### config.mk
export PLATFORM = sky130hd
export DESIGN_NAME = eth_mac_conf_ctrl
export DESIGN_NICKNAME = d
export VERILOG_FILES = /design/src/rtl/eth_mac_conf_pkg.sv /design/src/rtl/eth_mac_conf_port.sv /design/src/rtl/eth_mac_conf_ctrl.sv
export SDC_FILE = /design/constraint.sdc
export NUM_CORES = 1
export LEC_CHECK = 0
export CAP_MARGIN = 20
export CORE_MARGIN = 5
export CORE_UTILIZATION = 43
export CTS_CLUSTER_DIAMETER = 30
export DETAILED_ROUTE_END_ITERATION = 10
export PLACE_DENSITY = 0.77
export REMOVE_ABC_BUFFERS = 1
export SETUP_SLACK_MARGIN = 0.3
export SLEW_MARGIN = 20
export SYNTH_ARGS = -nofsm -noshare
export SYNTH_HDL_FRONTEND = slang
export SYNTH_SLANG_ARGS = --single-unit
export TNS_END_PERCENT = 10
### constraint.sdc
create_clock -name clk -period 4.7 [get_ports clk]
set_clock_uncertainty 0.05 [all_clocks]
set_input_delay 0.47 -clock clk [delete_from_list [all_inputs] [get_ports clk]]
set_output_delay 0.47 -clock clk [all_outputs]
set_load 0.01 [all_outputs]
### src/rtl/eth_mac_conf_pkg.sv
// eth_mac_conf_pkg: register map, CTRL bits, vector bit positions, FSM states and vector packing
package eth_mac_conf_pkg;
    localparam logic [2:0] ADDR_MAC_LO = 3'd0;
    localparam logic [2:0] ADDR_MAC_HI = 3'd1;
    localparam logic [2:0] ADDR_MTU    = 3'd2;
    localparam logic [2:0] ADDR_CTRL   = 3'd3;
    localparam logic [2:0] ADDR_STATUS = 3'd4;
    localparam int CTRL_TX_EN       = 0;
    localparam int CTRL_RX_EN       = 1;
    localparam int CTRL_VLAN        = 2;
    localparam int CTRL_JUMBO       = 3;
    localparam int CTRL_LEN_CHK_DIS = 4;
    localparam int CTRL_LT_CHK_DIS  = 5;
    localparam int VEC_MAC_LSB     = 32;
    localparam int VEC_MTU_LSB     = 16;
    localparam int VEC_LEN_CHK_DIS = 9;
    localparam int VEC_LT_CHK_DIS  = 8;
    localparam int VEC_JUMBO       = 4;
    localparam int VEC_VLAN        = 2;
    localparam int VEC_EN          = 1;
    typedef enum logic [1:0] {ST_IDLE, ST_QUIESCE, ST_LOAD, ST_ENABLE} state_t;
    function automatic logic [79:0] pack_vec(input logic [47:0] mac, input logic [14:0] mtu,
                                             input logic [5:0] ctrl, input logic en, input logic rx);
        logic [79:0] v;
        v = '0;
        v[79:VEC_MAC_LSB] = mac;
        v[VEC_MTU_LSB +: 15] = mtu;
        v[VEC_JUMBO] = ctrl[CTRL_JUMBO];
        v[VEC_VLAN] = ctrl[CTRL_VLAN];
        v[VEC_EN] = en;
        v[VEC_LEN_CHK_DIS] = rx & ctrl[CTRL_LEN_CHK_DIS];
        v[VEC_LT_CHK_DIS] = rx & ctrl[CTRL_LT_CHK_DIS];
        return v;
    endfunction
endpackage

### src/rtl/eth_mac_conf_port.sv
// eth_mac_conf_port: one port's shadow/active registers, commit FSM and TX/RX vector packing
module eth_mac_conf_port
    import eth_mac_conf_pkg::*;
#(
    parameter logic [47:0] DEFAULT_MAC  = 48'h001122334455,
    parameter int          DEFAULT_MTU  = 1518,
    parameter int          QUIET_CYCLES = 16,
    parameter int          TIMEOUT      = 65535
) (
    input  logic        clk,
    input  logic        rst,
    input  logic        wr_en,
    input  logic [2:0]  addr,
    input  logic [31:0] wdata,
    input  logic        commit,
    input  logic        tx_busy,
    input  logic        rx_busy,
    output logic [31:0] rdata,
    output logic        busy,
    output logic        done,
    output logic [79:0] tx_vec,
    output logic [79:0] rx_vec
);
    localparam int CW = $clog2(TIMEOUT + 1);
    state_t state, state_nx;
    logic [47:0] sh_mac, act_mac;
    logic [14:0] sh_mtu, act_mtu;
    logic [5:0] sh_ctrl, act_ctrl;
    logic pending, sticky, quiet, qdone, tdone, en_mask;
    logic [CW-1:0] qcnt, tcnt;

    assign quiet = ~tx_busy & ~rx_busy;
    assign qdone = quiet && (qcnt == CW'(QUIET_CYCLES - 1));
    assign tdone = tcnt == CW'(TIMEOUT - 1);

    always_comb begin
        state_nx = state;
        case (state)
            ST_IDLE:    state_nx = (commit || pending) ? ST_QUIESCE : ST_IDLE;
            ST_QUIESCE: state_nx = (qdone || tdone) ? ST_LOAD : ST_QUIESCE;
            ST_LOAD:    state_nx = ST_ENABLE;
            default:    state_nx = ST_IDLE;
        endcase
        en_mask = (state == ST_QUIESCE) || (state == ST_LOAD);
        busy = (state != ST_IDLE) || pending;
        done = state == ST_ENABLE;
    end

    always_ff @(posedge clk or posedge rst) begin
        if (rst) begin
            state    <= ST_IDLE;
            pending  <= 1'b0;
            sticky   <= 1'b0;
            qcnt     <= '0;
            tcnt     <= '0;
            sh_mac   <= DEFAULT_MAC;
            act_mac  <= DEFAULT_MAC;
            sh_mtu   <= 15'(DEFAULT_MTU);
            act_mtu  <= 15'(DEFAULT_MTU);
            sh_ctrl  <= 6'h3f;
            act_ctrl <= 6'h3f;
        end else begin
            state   <= state_nx;
            pending <= (state != ST_IDLE) && (pending || commit);
            qcnt    <= (state == ST_QUIESCE && quiet && !qdone) ? qcnt + 1'b1 : '0;
            tcnt    <= (state == ST_QUIESCE && state_nx == ST_QUIESCE) ? tcnt + 1'b1 : '0;
            if (state == ST_QUIESCE && tdone && !qdone)
                sticky <= 1'b1;
            else if (wr_en && addr == ADDR_STATUS)
                sticky <= 1'b0;
            if (wr_en && addr == ADDR_MAC_LO) sh_mac[31:0] <= wdata;
            if (wr_en && addr == ADDR_MAC_HI) sh_mac[47:32] <= wdata[15:0];
            if (wr_en && addr == ADDR_MTU) sh_mtu <= wdata[14:0];
            if (wr_en && addr == ADDR_CTRL) sh_ctrl <= wdata[5:0];
            // snapshot taken on entry to LOAD; enables stay masked until ENABLE
            if (state == ST_QUIESCE && state_nx == ST_LOAD) begin
                act_mac  <= sh_mac;
                act_mtu  <= sh_mtu;
                act_ctrl <= sh_ctrl;
            end
        end
    end

    assign rdata = (addr == ADDR_MAC_LO) ? sh_mac[31:0] :
                   (addr == ADDR_MAC_HI) ? {16'b0, sh_mac[47:32]} :
                   (addr == ADDR_MTU)    ? {17'b0, sh_mtu} :
                   (addr == ADDR_CTRL)   ? {26'b0, sh_ctrl} :
                   (addr == ADDR_STATUS) ? {30'b0, busy, sticky} : '0;
    assign tx_vec = pack_vec(act_mac, act_mtu, act_ctrl, act_ctrl[CTRL_TX_EN] & ~en_mask, 1'b0);
    assign rx_vec = pack_vec(act_mac, act_mtu, act_ctrl, act_ctrl[CTRL_RX_EN] & ~en_mask, 1'b1);
endmodule

### src/rtl/eth_mac_conf_ctrl.sv
// eth_mac_conf_ctrl: per-port MAC configuration with atomic commit; register readback
// is built only when ETH_MAC_CONF_READBACK_EN is defined
module eth_mac_conf_ctrl
    import eth_mac_conf_pkg::*;
#(
    parameter int          NPORT        = 1,
    parameter logic [47:0] DEFAULT_MAC  = 48'h001122334455,
    parameter int          DEFAULT_MTU  = 1518,
    parameter int          QUIET_CYCLES = 16,
    parameter int          TIMEOUT      = 65535
) (
    input  logic                  clk,
    input  logic                  rst,
    input  logic                  cfg_wr_en,
    input  logic                  cfg_rd_en,
    input  logic [1:0]            cfg_port,
    input  logic [2:0]            cfg_addr,
    input  logic [31:0]           cfg_wdata,
    output logic [31:0]           cfg_rdata,
    output logic                  cfg_rvalid,
    input  logic [NPORT-1:0]      cfg_commit,
    input  logic [NPORT-1:0]      mac_tx_busy,
    input  logic [NPORT-1:0]      mac_rx_busy,
    output logic [NPORT-1:0]      cfg_busy,
    output logic [NPORT-1:0]      cfg_done,
    output logic [80*NPORT-1:0]   mac_tx_configuration_vector,
    output logic [80*NPORT-1:0]   mac_rx_configuration_vector
);
    logic [NPORT-1:0][31:0] prd;

    for (genvar p = 0; p < NPORT; p++) begin : g_port
        eth_mac_conf_port #(
            .DEFAULT_MAC(DEFAULT_MAC + 48'(p)),
            .DEFAULT_MTU(DEFAULT_MTU),
            .QUIET_CYCLES(QUIET_CYCLES),
            .TIMEOUT(TIMEOUT)
        ) u_port (
            .clk(clk),
            .rst(rst),
            .wr_en(cfg_wr_en && cfg_port == 2'(p)),
            .addr(cfg_addr),
            .wdata(cfg_wdata),
            .commit(cfg_commit[p]),
            .tx_busy(mac_tx_busy[p]),
            .rx_busy(mac_rx_busy[p]),
            .rdata(prd[p]),
            .busy(cfg_busy[p]),
            .done(cfg_done[p]),
            .tx_vec(mac_tx_configuration_vector[80*p +: 80]),
            .rx_vec(mac_rx_configuration_vector[80*p +: 80])
        );
    end

`ifdef ETH_MAC_CONF_READBACK_EN
    logic [31:0] rsel;
    always_comb begin
        rsel = '0;
        for (int i = 0; i < NPORT; i++)
            if (cfg_port == 2'(i)) rsel = prd[i];
    end
    always_ff @(posedge clk or posedge rst) begin
        if (rst) begin
            cfg_rdata  <= '0;
            cfg_rvalid <= 1'b0;
        end else begin
            cfg_rvalid <= cfg_rd_en;
            cfg_rdata  <= cfg_rd_en ? rsel : '0;
        end
    end
`else
    logic unused_rd;
    assign unused_rd = cfg_rd_en ^ (^prd);
    assign cfg_rdata = '0;
    assign cfg_rvalid = 1'b0;
`endif
endmodule

# --- Yosys cells after proc, flatten, opt, wreduce, memory -nomap -nowiden ---
# Index checks and enable logic that the tools add are counted.
# Widths: inputs -> output; s select.
totals:
  latchBits: 0
  n_memories: 0
  ff_bits: 173
  romBits: 0
  in_bits: 44
  mem_bits_rw: 0
classes:
  bitwise: 6
  shifts: 0
  reduce_logical: 20
  n_div: 0
  n_mul: 0
  n_addsub: 2
  n_mux: 5
  magnitude_cmp: 0
  n_eq_ne: 10
ops:
  columns: ["op", "count"]
  rows:
  - ["$add 16x1->16 const B", 2]
  - ["$mux 16", 2]
  - ["$eq 16x16->1 const B", 1]
  - ["$eq 16x4->1 const B", 1]
  - ["$logic_and 1x1->1", 11]
  - ["$eq 2x2->1 const B", 3]
  - ["$eq 3x2->1 const B", 2]
  - ["$pmux 2 s3", 1]
  - ["$eq 2x1->1 const B", 2]
  - ["$logic_not 2->1", 2]
  - ["$logic_or 1x1->1", 4]
  - ["$and 1x1->1", 3]
  - ["$eq 3x1->1 const B", 1]
  - ["$logic_not 3->1", 1]
  - ["$not 1->1", 3]
  - ["$mux 2", 1]
  - ["$reduce_bool 2->1", 1]
  - ["$logic_not 1->1", 1]
  - ["$mux 1", 1]

# --- Logic depth before layout (Yosys ltp) ---
# Gate-level depths: netlist of run 1.
logic_depth:
  ltp_word: 9
  mapped_depth: 9
  ltp_nobuf: 7

# --- By module ---
# From an unflattened synthesis of run 1, not the netlist that was laid out.
hier_totals:
  hier_cells: 694
  area_unflattened_um2: 8592.0
modules_own_cells:
  columns: ["mod", "instances", "area_each_um2", "cells_per_inst", "seq_area_each_um2"]
  rows:
  - ["eth_mac_conf_port", 1, 8328.0, 659, 4424.2]
  - ["eth_mac_conf_ctrl", 1, 264.0, 35, 0.0]

# --- Worst setup path before layout of run 1 ---
# Ideal clock, no wire load.
synth_timing:
  path_kind: "input to register"
  start: "input port mac_rx_busy"
  end: "register g_port[0].u_port.act_mac[1]"
  setup_time_ns: 0.128
  required_time_ns: 4.522
  n_path_buf: 2
  path_slack_ns: 2.360
  cell_stages: 7
  arrival_time_ns: 2.163
  path_cell_list: "or4_1 > nor3_1 > nand2_1 > a31oi_2 > buf_4 > buf_4 > mux2_1"
synth_between:
  elab_chain_len: 8
synth_rtl:
  columns: ["element", "line_no", "source"]
  rows:
  - ["from (decl)", "eth_mac_conf_ctrl.sv:23", "input logic [NPORT-1:0] mac_rx_busy,"]
  - ["$not 1->1", "eth_mac_conf_port.sv:32", "assign quiet = ~tx_busy & ~rx_busy;"]
  - ["$and 1x1->1", "eth_mac_conf_port.sv:32", null]
  - ["$logic_and 1x1->1", "eth_mac_conf_port.sv:33", "assign qdone = quiet && (qcnt == CW'(QUIET_CYCLES - 1));"]
  - ["$logic_or 1x1->1", "eth_mac_conf_port.sv:40", "ST_QUIESCE: state_nx = (qdone || tdone) ? ST_LOAD : ST_QUIESCE;"]
  - ["$mux 2", "eth_mac_conf_port.sv:40", null]
  - ["$pmux 2 s3", "eth_mac_conf_port.sv:38", "case (state)"]
  - ["$eq 2x2->1", "eth_mac_conf_port.sv:76", "if (state == ST_QUIESCE && state_nx == ST_LOAD) begin"]
  - ["$logic_and 1x1->1", "eth_mac_conf_port.sv:76", null]
  - ["to (signal assigned)", "eth_mac_conf_port.sv:77", "act_mac <= sh_mac;"]
  - ["to (decl)", "eth_mac_conf_port.sv:26", "logic [47:0] sh_mac, act_mac;"]
# No other way between the ends.
# A chain may end at the register's enable or synchronous reset.

# --- Final worst setup path of run 1 ---
layout_timing:
  start: "input port cfg_port[1]"
  end: "register g_port[0].u_port.sh_mtu[0]"
layout_between:
  elab_chain_len: 3
layout_rtl:
  columns: ["element", "line_no", "source"]
  rows:
  - ["from (decl)", "eth_mac_conf_ctrl.sv:16", "input logic [1:0] cfg_port,"]
  - ["$logic_not 2->1", "eth_mac_conf_ctrl.sv:40", ".wr_en(cfg_wr_en && cfg_port == 2'(p)),"]
  - ["$logic_and 1x1->1", "eth_mac_conf_ctrl.sv:40", null]
  - ["$logic_and 1x1->1", "eth_mac_conf_port.sv:73", "if (wr_en && addr == ADDR_MTU) sh_mtu <= wdata[14:0];"]
  - ["to (signal assigned)", "eth_mac_conf_port.sv:58", "sh_mtu <= 15'(DEFAULT_MTU);"]
  - ["to (signal assigned)", "eth_mac_conf_port.sv:73", null]
  - ["to (decl)", "eth_mac_conf_port.sv:27", "logic [14:0] sh_mtu, act_mtu;"]
# No other way between the ends.

==> impl_metrics.tcl, run 1 <==
set metrics [dict create \
    min_path_type "reg -> reg" \
    dp_hpwl_mm 10.4 \
    tightestPinTransition_ns 0.999 \
    clk_pin_slew_ns 0.07 \
    avgViaCountPerCell 4.73 \
    yosysUniqueCellTypes 35 \
    overflow 0 \
    internal_power_uw 2670 \
    core_um2 18100 \
    synth-warning-count 0 \
    ctsHoldBuffers 0 \
    n_antenna_cell 0 \
    cts_sinks 173 \
    stdcell_area_um2 9890 \
    cts_tree "built" \
    dpl_cell_area_um2 9260 \
    seqPwrFrac_pct 49.9 \
    drcViolationCount 0 \
    grt_usage_pct 14.9 \
    hold_violations 0 \
    ff2ff_path_depth 6 \
    area_growth_pct 24.7 \
    worstHoldStart "g_port[0].u_port.sh_mac[1]" \
    final_nets 775 \
    crit_type "in -> reg" \
    insertion_delay_ns 0.42 \
    drv_cap 0 \
    min_period_ns 2.56 \
    syn_inst 606 \
    peakVddDrop_mv 0.240 \
    startpoint_type "input port" \
    ant_nets 0 \
    cts_root_buf "clkbuf_16" \
    r2r_end "g_port[0].u_port.act_mtu[4]" \
    fin_tns_setup_ns 0 \
    antenna_found_initial 0 \
    whs_endpoint "g_port[0].u_port.act_mac[1]" \
    register_area_um2 4400 \
    rsz0062_at_grt "no" \
    end_kind "flip-flop" \
    swShare_pct 23.7 \
    seq_area_frac_synth_pct 55.5 \
    cts_inserted_buffers 17 \
    wirelength_mm 15.4 \
    slew_viol_final 0 \
    die_h_um 146 \
    cts_max_level 4 \
    drt_iter0_drc 114 \
    cts_resized 0 \
    period_share_pct 54.5 \
    grt_pass1_wl_mm 25.5 \
    reg2reg_from "g_port[0].u_port.qcnt[7]" \
    outcome "finished clean" \
    num_vias 4574 \
    wl_per_cell_um 16.0 \
    synth_seq_cells 173 \
    setup_viol 0 \
    cp.required_ns 4.95 \
    final_cells 966 \
    reg2reg_slack_ns 2.16 \
    grt_pass1_vias 4915 \
    n_fill_cell 1489 \
    hold_depth 1 \
    clock_path_buffers 2 \
    die_w_um 146 \
    async_reset_ff_share_pct 100 \
    power_frac_comb_pct 7.7 \
    leakage_uw 0.00436 \
    switching_power_uw 827 \
    netlist_area_um2 7930 \
    p_per_area_nw_per_um2 354 \
    post-place-cells 934 \
    io_buffer_count 178 \
    slew-limit-headroom_pct 33.2 \
    max_freq_mhz 390 \
    pin_count 239 \
    start_util_pct 43.8 \
    rows 49 \
    multi_input_area_um2 2700 \
    dr.pass1.iters 4 \
    cp.arrival_ns 2.81 \
    drive_gt1_share_pct 30.5 \
    grt_max_degree 100 \
    postCtsSetupBuffers 0 \
    clockPowerShare_pct 42.4 \
    synth_edf_count 0 \
    gp_congestion 0.706 \
    critPathMaxFanout 15 \
    synth_area_per_cell_um2 13.1 \
    dieArea_um2 21300 \
    synth_flop_cell "dfrtp_1" \
]
==> per-layer routing <==
layer	share of wire, %	global-route usage (%)	vias to the layer above	routed length (um)
met3	4.1	3.83	14	628
met1	42	18.1	2326	6500
met4	1.1	4.65	0	177
li1	-	-	2115	-
met2	53	25.9	119	8100
met5	0	0	-	0
==> per-stage QoR <==
step	hold slack, ns	worst slack [ns]	utilization (%)	total power (uW)
3_5_place_dp	0.427	1.62	51.2	2040
5_1_grt	0.457	1.86	54.7	3660
3_3_place_gp	0.422	1.67	51.2	2020
6_report	0.442	2.14	54.7	3500
4_1_cts	0.447	2.08	54.7	3550
2_1_floorplan	0.410	-0.416	-	1940
==> logic make-up after synthesis <==
| family | count (synthesis) | share of synthesized area (%) |
|---|---|---|
| flops | 173 | 55.5 |
| buf+inv | 149 | 13.3 |
| mux | 138 | 19.6 |
| simple gates | 101 | 6.47 |
| xor+xnor | 28 | 3.09 |
| compound gates | 9 | 0.852 |
| fa+ha+maj | 7 | 1.10 |
| other cells | 1 | 0.0473 |
==> final cells by class <==
type,instances,area share (%)
clock buffer,18,4.34
clock inverter,14,2.00
inverter,5,0.240
multi-input combinational,342,27.3
sequential,173,44.5
tap,229,2.90
timing repair buffer,185,18.7
==> worst max path at each step <==
stage	start	to	slack [ns]	depth (start not counted)
floorplan	rst	g_port[0].u_port.act_mac[11]	-0.42	1
global placement	cfg_port[1]	g_port[0].u_port.sh_mtu[14]	1.67	4
detailed placement	cfg_port[1]	g_port[0].u_port.sh_mtu[9]	1.62	4
CTS	cfg_port[1]	g_port[0].u_port.sh_mtu[0]	2.08	4
global route	cfg_port[1]	g_port[0].u_port.sh_mtu[0]	1.86	4
finish	cfg_port[1]	g_port[0].u_port.sh_mtu[0]	2.14	4
==> flip-flops by register name, indices dropped and copies added (netlist names) <==
name                    count
g_port.u_port.act_mtu      15
g_port.u_port.tcnt         16
g_port.u_port.qcnt         16
g_port.u_port.act_mac      48
g_port.u_port.act_ctrl      6
g_port.u_port.pending       1
g_port.u_port.sh_mtu       15
g_port.u_port.sh_ctrl       6
g_port.u_port.sh_mac       48
g_port.u_port.state         2
==> power by group through the flow <==
stage                     Clock (uW)  Combinational [uW]  Sequential (uW)
after floorplan                    0                 198             1740
after global placement             0                 261             1760
after detailed placement           0                 271             1770
after CTS                       1530                 273             1740
after global routing            1590                 305             1760
final                           1480                 268             1740
==> cells in the final DEF (no fill, tap or decap), types with 9 or more instances in the layout <==
cell type        instances
clkbuf_16               17
nand3_1                 16
mux2_2                 128
dfrtp_1                117
nand4_1                  9
dfstp_2                 56
nor2_1                  38
clkdlybuf4s50_1        178
mux2_1                  10
xor2_1                  22
nand2_1                 10
conb_1                  59
==> cell usage after synthesis, drive strengths merged, types with 3 or more instances <==
| cell | number | share of area, % |
|---|---|---|
| nand2 | 10 | 0.47 |
| or4 | 3 | 0.28 |
| buf | 138 | 13 |
| and2 | 3 | 0.24 |
| nor3 | 3 | 0.19 |
| ha | 7 | 1.1 |
| inv | 5 | 0.24 |
| and4 | 6 | 0.66 |
| and3 | 3 | 0.24 |
| mux2 | 138 | 20 |
| xor2 | 22 | 2.4 |
| clkbuf | 6 | 0.28 |
| nand4 | 9 | 0.71 |
| xnor2 | 6 | 0.66 |
| nor2 | 38 | 1.8 |
| dfstp | 56 | 19 |
| dfrtp | 117 | 37 |
| nand3 | 16 | 1.0 |
==> worst max-delay path: stages <==
cell and delay [ns]:
clkdlybuf4s50_1 0.40, nor4b_1 0.56, nand3b_1 0.84, mux2_2 0.55
(Power assumes the default switching activity.)
==> inputs of run 2 (changes only) <==
Settings changed: CORE_UTILIZATION 43 to 47, PLACE_DENSITY 0.77 to 0.8.
Clock period 4.7 ns to 2.6 ns, I/O delays scaled along.
==> impl_metrics.tcl, run 2 (synthesis gave the netlist of run 1 again) <==
set metrics [dict create \
    outcome "finished clean" \
    num_vias 4800 \
    final_cell_mix "178 x clkdlybuf4s50_1, 125 x mux2_2, 117 x dfrtp_1" \
    overflow 0 \
    drcViolationCount 0 \
    io_buffer_count 178 \
    wirelength_mm 17.5 \
    min_path_type "in -> async" \
    n_antenna_cell 0 \
    wl_per_cell_um 17.9 \
    dp_hpwl_mm 11.9 \
    startpoint_type "flip-flop" \
    antenna_found_initial 0 \
    die_h_um 140 \
    dr.pass1.iters 4 \
    leakage_uw 0.00449 \
    die_w_um 140 \
    cts_inserted_buffers 17 \
    end_kind "flip-flop" \
    clock_path_buffers 2 \
    final_cells 977 \
    critPathMaxFanout 7 \
    ant_nets 0 \
    cp.arrival_ns 2.64 \
    slew-limit-headroom_pct 51.1 \
    avgViaCountPerCell 4.91 \
    gp_congestion 0.781 \
    grt_pass1_vias 5414 \
    multi_input_area_um2 2760 \
    ctsHoldBuffers 0 \
    grt_max_degree 55 \
    core_um2 16600 \
    grt_usage_pct 18.0 \
    rsz0062_at_grt "yes" \
    n_fill_cell 1202 \
    final_nets 796 \
    drt_iter0_drc 111 \
    start_util_pct 47.8 \
    dieArea_um2 19600 \
    area_growth_pct 28.6 \
    period_share_pct 90.1 \
    peakVddDrop_mv 0.482 \
    cp.required_ns 2.89 \
    insertion_delay_ns 0.42 \
    stdcell_area_um2 10200 \
    slew_viol_final 0 \
    p_per_area_nw_per_um2 604 \
    register_area_um2 4400 \
    cts_tree "built" \
    clk_pin_slew_ns 0.07 \
    cts_max_level 4 \
    hold_violations 0 \
    max_freq_mhz 427 \
    pin_count 239 \
    top_regs "g_port.u_port.act_mac x48, g_port.u_port.sh_mac x48" \
    crit_type "reg -> reg" \
    cts_root_buf "clkbuf_16" \
    grt_pass1_wl_mm 28.4 \
    setup_viol 0 \
    rows 47 \
    drv_cap 0 \
    post-place-cells 931 \
    min_period_ns 2.34 \
    cts_sinks 173 \
    total_power_uw 6160 \
    dpl_cell_area_um2 9330 \
    drive_gt1_share_pct 33.0 \
    final_common_cell "clkdlybuf4s50_1" \
    tightestPinTransition_ns 0.727 \
]
==> run 2: cell types whose count changed in the layout (fill, tap and decap cells not counted), sizes merged <==
cell and change:
buf +20, inv -6, clkbuf +6, clkinv +1, bufinv -1
==> run 2: through the flow <==
step	hold slack (ns)	setup TNS, ns	setup WS [ns]	utilization (%)
after CTS	0.220	0	0.238	61.1
after global routing	0.284	0	0.179	61.5
final	0.220	0	0.257	61.5
after global placement	0.419	-1.98	-0.0636	56.3
after detailed placement	0.427	-2.20	-0.0745	56.3
after floorplan	0.340	-462.09	-2.31	-
==> run 2: per-layer routing <==
layer,vias to the layer above,routed length [um],GRT usage [%]
met5,-,0,0
li1,2160,-,-
met1,2453,7300,22.8
met4,0,303,5.76
met2,168,8970,30.6
met3,19,893,4.39
==> run 2: timing repair <==
item,CTS,global route
pin swaps,2,1
endpoints found under the setup margin,70,71
gates cloned,3,1
hold endpoints to repair,0,0
setup buffers,8,3
resized for setup,13,5
==> run 2: worst paths after layout <==
check | slack, ns | startpoint | cells after the start | to
setup / recovery | 0.26 | g_port[0].u_port.qcnt[7] | 8 | g_port[0].u_port.act_mac[25]
hold / removal | 0.22 | rst | 2 | g_port[0].u_port.act_mac[26]
setup reg to reg | 0.26 | g_port[0].u_port.qcnt[7] | 8 | g_port[0].u_port.act_mac[25]
hold reg to reg | 0.44 | g_port[0].u_port.sh_mac[5] | 1 | g_port[0].u_port.act_mac[5]
max in group asynchronous | 1.54 | rst | 3 | g_port[0].u_port.sh_mac[6]
min in group clk | 0.40 | cfg_wdata[26] | 2 | g_port[0].u_port.sh_mac[26]
==> run 2: power by group <==
part / leakage, uW / internal (uW) / total (uW) / switching (uW)
combinational: 0.00207 / 275 / 511 / 236
clock: 0.000274 / 1470 / 2480 / 1010
sequential: 0.00215 / 3010 / 3170 / 157
total: 0.00449 / 4750 / 6160 / 1410
==> run 2: layout make-up <==
type / instances / area share (%)
inverters: 5 / 0.233
flip-flops and latches: 173 / 43.2
well taps: 220 / 2.70
repair buffers: 206 / 21.2
multi-input cells: 342 / 27.1
clock buffers: 23 / 4.59
clock inverters: 8 / 1.08
==> run 2: critical path: stages (launching register included) <==
cell,delay [ns]
dfrtp_1,0.38
or4_4,0.55
nor3_4,0.23
nand2_2,0.09
a31oi_4,0.18
buf_12,0.17
buf_12,0.12
clkbuf_16,0.15
mux2_2,0.33
==> inputs of run 3 (changes only) <==
Settings changed: GPL_TIMING_DRIVEN from default to 1.
==> results of run 3 <==
No change in the layout: final DEF, timing and power equal those of run 2.
